<file path="config.mk">
export PLATFORM = sky130hd
export DESIGN_NAME = reg_read
export DESIGN_NICKNAME = d
export VERILOG_FILES = /design/src/rtl/reg_read.sv
export SDC_FILE = /design/constraint.sdc
export NUM_CORES = 2
export LEC_CHECK = 0
export CORE_ASPECT_RATIO = 1.2
export CORE_MARGIN = 2
export CORE_UTILIZATION = 40
export CTS_BUF_LIST = sky130_fd_sc_hd__clkbuf_2 sky130_fd_sc_hd__clkbuf_4 sky130_fd_sc_hd__clkbuf_8
export CTS_CLUSTER_DIAMETER = 120
export DETAILED_ROUTE_END_ITERATION = 8
export SETUP_SLACK_MARGIN = 0.05
export SLEW_MARGIN = 20
export SYNTH_ARGS = -nofsm -noshare
export SYNTH_HDL_FRONTEND = slang
export SYNTH_SLANG_ARGS = --single-unit
</file>
<file path="constraint.sdc">
create_clock -name clk -period 2.1 [get_ports clk]
set_input_delay 0.315 -clock clk [delete_from_list [all_inputs] [get_ports clk]]
set_output_delay 0.315 -clock clk [all_outputs]
set_load 0.01 [all_outputs]
</file>
<file path="src/rtl/reg_read.sv">
// Integer (x) and floating-point (f) register banks with a registered two-operand read port.
// Define REG_READ_BYPASS_EN for write-first forwarding of same-edge writes; default is read-first.
module reg_read #(
  parameter int XLEN = 32,
  parameter int NREG = 32
) (
  input  logic                    clk,
  input  logic                    rstn,
  input  logic                    enabled,
  input  logic [$clog2(NREG)-1:0] rs1,
  input  logic [$clog2(NREG)-1:0] rs2,
  input  logic                    rs1_is_f,
  input  logic                    rs2_is_f,
  input  logic                    reg_w_enable,
  input  logic                    freg_w_enable,
  input  logic [$clog2(NREG)-1:0] reg_w_dest,
  input  logic [XLEN-1:0]         reg_w_data,
  output logic [XLEN-1:0]         rs1_data,
  output logic [XLEN-1:0]         rs2_data,
  output logic                    completed
);

  localparam int AW = $clog2(NREG);

  typedef enum logic {
    ST_IDLE,
    ST_READ
  } state_t;

  logic [XLEN-1:0] x_reg [NREG];
  logic [XLEN-1:0] f_reg [NREG];
  logic [XLEN-1:0] rs1_next;
  logic [XLEN-1:0] rs2_next;
  logic            done_reg;
  logic            done_next;
  state_t          state;

  // Banks are plain flops: every entry must clear on the asynchronous reset.
  genvar gi;
  generate
    for (gi = 0; gi < NREG; gi++) begin : g_bank
      always_ff @(posedge clk or negedge rstn) begin
        if (!rstn) begin
          f_reg[gi] <= '0;
        end else if (freg_w_enable && (reg_w_dest == AW'(gi))) begin
          f_reg[gi] <= reg_w_data;
        end
      end

      if (gi == 0) begin : g_x0
        always_ff @(posedge clk or negedge rstn) begin
          if (!rstn) begin
            x_reg[gi] <= '0;
          end else begin
            x_reg[gi] <= '0;
          end
        end
      end else begin : g_xn
        always_ff @(posedge clk or negedge rstn) begin
          if (!rstn) begin
            x_reg[gi] <= '0;
          end else if (reg_w_enable && (reg_w_dest == AW'(gi))) begin
            x_reg[gi] <= reg_w_data;
          end
        end
      end
    end
  endgenerate

  function automatic logic [XLEN-1:0] pick(input logic [AW-1:0] idx, input logic is_f);
    logic [XLEN-1:0] val;
    if (is_f) begin
      val = f_reg[idx];
`ifdef REG_READ_BYPASS_EN
      if (freg_w_enable && (reg_w_dest == idx)) val = reg_w_data;
`endif
    end else begin
      val = x_reg[idx];
`ifdef REG_READ_BYPASS_EN
      if (reg_w_enable && (reg_w_dest == idx)) val = reg_w_data;
`endif
      // x0 reads zero even when a same-edge write targets it
      if (idx == '0) val = '0;
    end
    return val;
  endfunction

  always_comb begin
    rs1_next = pick(rs1, rs1_is_f);
    rs2_next = pick(rs2, rs2_is_f);
  end

  always_comb begin
    state     = ST_IDLE;
    done_next = done_reg;
    completed = 1'b0;
    if (enabled) state = ST_READ;
    case (state)
      ST_IDLE: completed = done_reg;
      ST_READ: begin
        done_next = 1'b1;
        completed = 1'b0;
      end
      default: completed = 1'b0;
    endcase
  end

  always_ff @(posedge clk or negedge rstn) begin
    if (!rstn) begin
      done_reg <= 1'b0;
      rs1_data <= '0;
      rs2_data <= '0;
    end else begin
      done_reg <= done_next;
      if (enabled) begin
        rs1_data <= rs1_next;
        rs2_data <= rs2_next;
      end
    end
  end

endmodule

</file>
==> results.txt <==
----------------------------------------------------
[Status]
  Run status ... completed

[Layout]
  Post-layout net count ... 8323
  Utilization of the core after routing ... 0.485
  Number of standard cells in the final layout excluding fillers ... 12100
  Area growth from synthesis to layout ... 20.8%
  Fraction of final layout cells with drive strength greater than 1 ... 0.575
  Number of flip-flops in the largest register ... 1024

[Setup path]
  Critical path buffers and inverters ... 1
  Critical Path RT ... 2.94 ns
  Length in cells of the worst reg-to-reg path ... 6
  Family with the most delay on the worst path ... compound AO/OA/AOI/OAI gates
  Maximum fanout encountered on the critical timing path ... 3
  Critical path startpoint category ... flip-flop
  Setup slack, reg-to-reg ... 0.04 ns
  Crit path depth ... 6
  Slowest stage cell, crit path ... mux4_2
  Kind of end point of the critical path ... flip-flop
  Worst path cell trace ... mux4_2, o22ai_1, nor3_1, o311ai_2, buf_4, nand3_1
  Reg2Reg Capture Point ... rs1_data[13]
  Beginning of the worst register-to-register path ... x_reg[557]
  Worst setup path category ... reg2reg
  Peak per-stage delay on the critical path ... 0.48 ns
  Data arrival time at the worst-slack endpoint ... 2.90 ns

[Timing]
  Final setup viols ... 0
  Post-route clock period utilization ... 0.981
  Highest Clock Rate ... 485 MHz
  Final critical-path required period ... 2.06 ns
  Unrepaired setup endpoints after global routing ... true
  Final setup TNS ... 0 ns
  Max-Slew Margin vs Limit ... 0.285
  Number of pins exceeding their max-slew limit in the final report ... 0
  Slew at the pin closest to its max-slew limit ... 1.07 ns
  Hold violation total from the final report ... 0
  Final worst clock skew ... 0.0565 ns

[Synthesis]
  Avg Synthesized Cell Area ... 14.7 sq um
  Ys async rst share ... 1.00
  Netlist area before placement ... 110000 sq um
  Share of the yosys chip area belonging to registers ... 0.472
  Total of warnings raised by yosys ... 0
  Register bit total from synthesis ... 2081
  Share of Yosys cell area claimed by the top area cell type ... 0.472
  Most instantiated cells after synthesis ... mux2_2 (2108), dfrtp_1 (2081), mux4_2 (854)
  Cells after Synth ... 7492
  Syn nets ... 7546
  Largest area contributor in the synthesized netlist ... dfrtp_1
  Dominant cell by count in the synthesized netlist ... mux2_2
  Top flip-flop cell by instance count after synthesis ... dfrtp_1
  Biggest area contributors in the synthesized netlist ... dfrtp_1 (47%), mux2_2 (22%), mux4_2 (17%), mux2i_1 (3.9%), clkbuf_1 (1.3%)
  Count of flip-flops with a built-in enable after synthesis ... 0
  Number of distinct library cells after synthesis ... 51

[Hold path]
  Worst hold endpoint ... rs2_data[6]
  Number of instances on the worst hold path ... 5
  Hold path startpoint ... rs2[3]
  Hold WC Path Type ... in2reg

[CTS]
  Maximum count of clock buffers along a single path ... 4
  Reg clk slew, reported paths ... 0.06 ns
  Insertion delay of the later-clocked pin in the worst-skew pair ... 1.02 ns
  Total number of clock tree sinks ... 2081
  TritonCTS buffer count ... 341
  Level count of the clock H-tree ... 5
  Clock tree from TritonCTS ... yes
  Root Buffer ... clkbuf_8

[Routing]
  Residual antenna-violating net count after detailed routing ... 0
  Post-route DRC ... 0
  Via-to-Cell Ratio ... 6.27
  WL/cell ... 33.2 microns
  Number of violations reported at the end of detailed-routing iteration 0 ... 6844
  Detailed-router iteration count before antenna repair ... 6
  Final Routed Wirelength ... 403 mm
  Vias ... 76100

[Flow run]
  # Max-Cap Violations ... 0

[Global route]
  Tot GR Track Use ... 0.285
  Largest net degree at the start of global routing ... 98
  Global-route wire length before repair ... 583 mm
  Number of antenna violations at the first check in global routing ... 24
  Via count of the first global-routing pass ... 79900
  Congestion Overflow GR ... 0

[Floorplanning]
  I/O pin count ... 119
  Height of the chip ... 579 microns
  Rows ... 211
  Die width ... 483 microns
  Die Footprint ... 280000 sq um
  Initial core utilization ... 0.401
  Area of the core region ... 275000 sq um

[Power]
  Worst IR drop on VDD ... 0.423 mV
  PwrDens ... 893 nW/um^2
  Total design power ... 119000 uW
  Static power due to leakage ... 0.0587 uW

[Place]
  DPL Wire Length ... 279 mm
  Port bufs ... 118
  GPL Wtd Cong ... 0.913
  Count of placed standard cells including taps ... 11500

----------------------------------------------------
-- stage by stage --
stage          cell area (sq um)  hold slack (ns)  setup slack [ns]
2_1_floorplan             110000           0.0194            0.0432
3_3_place_gp              125000            0.247             -1.25
3_5_place_dp              125000            0.252            -0.996
4_1_cts                   133000          0.00997            0.0312
5_1_grt                   133000           0.0738           -0.0192
6_report                  133000           0.0874            0.0394
-- tightest hold or removal path, stage by stage --
cell     delay (ns)
buf_2          0.13
buf_12         0.16
o22ai_1        0.11
a21oi_1        0.10
a32o_1         0.21
-- power by group --
part	internal, uW	total, uW	switching, uW
clock network	21300	38600	17300
registers	48000	54200	6210
logic	15600	26100	10600
total	84800	119000	34100
-- layer usage --
metal / up-vias / track usage / part of all wire
li1: 30500 / - / -
met1: 41000 / 0.357 / 0.38
met2: 3510 / 0.468 / 0.48
met3: 1102 / 0.0566 / 0.074
met4: 16 / 0.155 / 0.062
met5: - / 0 / 0.00037
-- cell families (layout without fill, tap and decap cells) --
logic type	after synthesis	after routing	synth area share
simple gates	583	583	0.0231
other cells	0	12	0
mux	3395	3395	0.429
buf+inv	830	1852	0.0329
flops	2081	2081	0.472
compound gates	603	603	0.0425
-- worst max-delay path by stage --
stage | start | to
2_1_floorplan | rs2[0] | rs2_data[18]
4_1_cts | rs1_data[26] | rs1_data[26]
6_report | x_reg[557] | rs1_data[13]
3_5_place_dp | rs1[0] | rs1_data[26]
5_1_grt | f_reg[92] | rs1_data[28]
3_3_place_gp | reg_w_dest[4] | x_reg[942]
-- cells in the final DEF (no fill, tap or decap), types with 50 or more instances in the layout --
| cell type | n |
|---|---|
| dfrtp_1 | 2050 |
| buf_12 | 367 |
| nand2_1 | 209 |
| buf_2 | 66 |
| a221oi_1 | 51 |
| mux2i_1 | 422 |
| clkbuf_4 | 96 |
| mux4_2 | 854 |
| nor2_1 | 101 |
| nand3_1 | 87 |
| o211ai_1 | 68 |
| buf_4 | 741 |
| o22ai_1 | 50 |
| clkbuf_8 | 440 |
| a22oi_1 | 133 |
| mux2_2 | 2108 |
-- repair_timing --
action                                  4_1_cts  5_1_grt
setup buffers                                16        1
pin swaps                                     1        3
resized for setup                           270       21
hold buffers                                 30        0
hold endpoints to repair                   3572        0
endpoints found under the setup margin       78       19
gates cloned                                  0        0
-- cell type report --
cell class | count | area (sq um)
clock buffers | 536 | 6780
fillers | 23500 | 142000
flip-flops and latches | 2081 | 52100
diodes | 12 | 30.0
repair buffers | 1258 | 14100
multi-input cells | 4581 | 55100
well taps | 3621 | 4530
clock inverters | 52 | 459
inverters | 6 | 32.5
No activity file was read; power rests on OpenSTA's default activity.
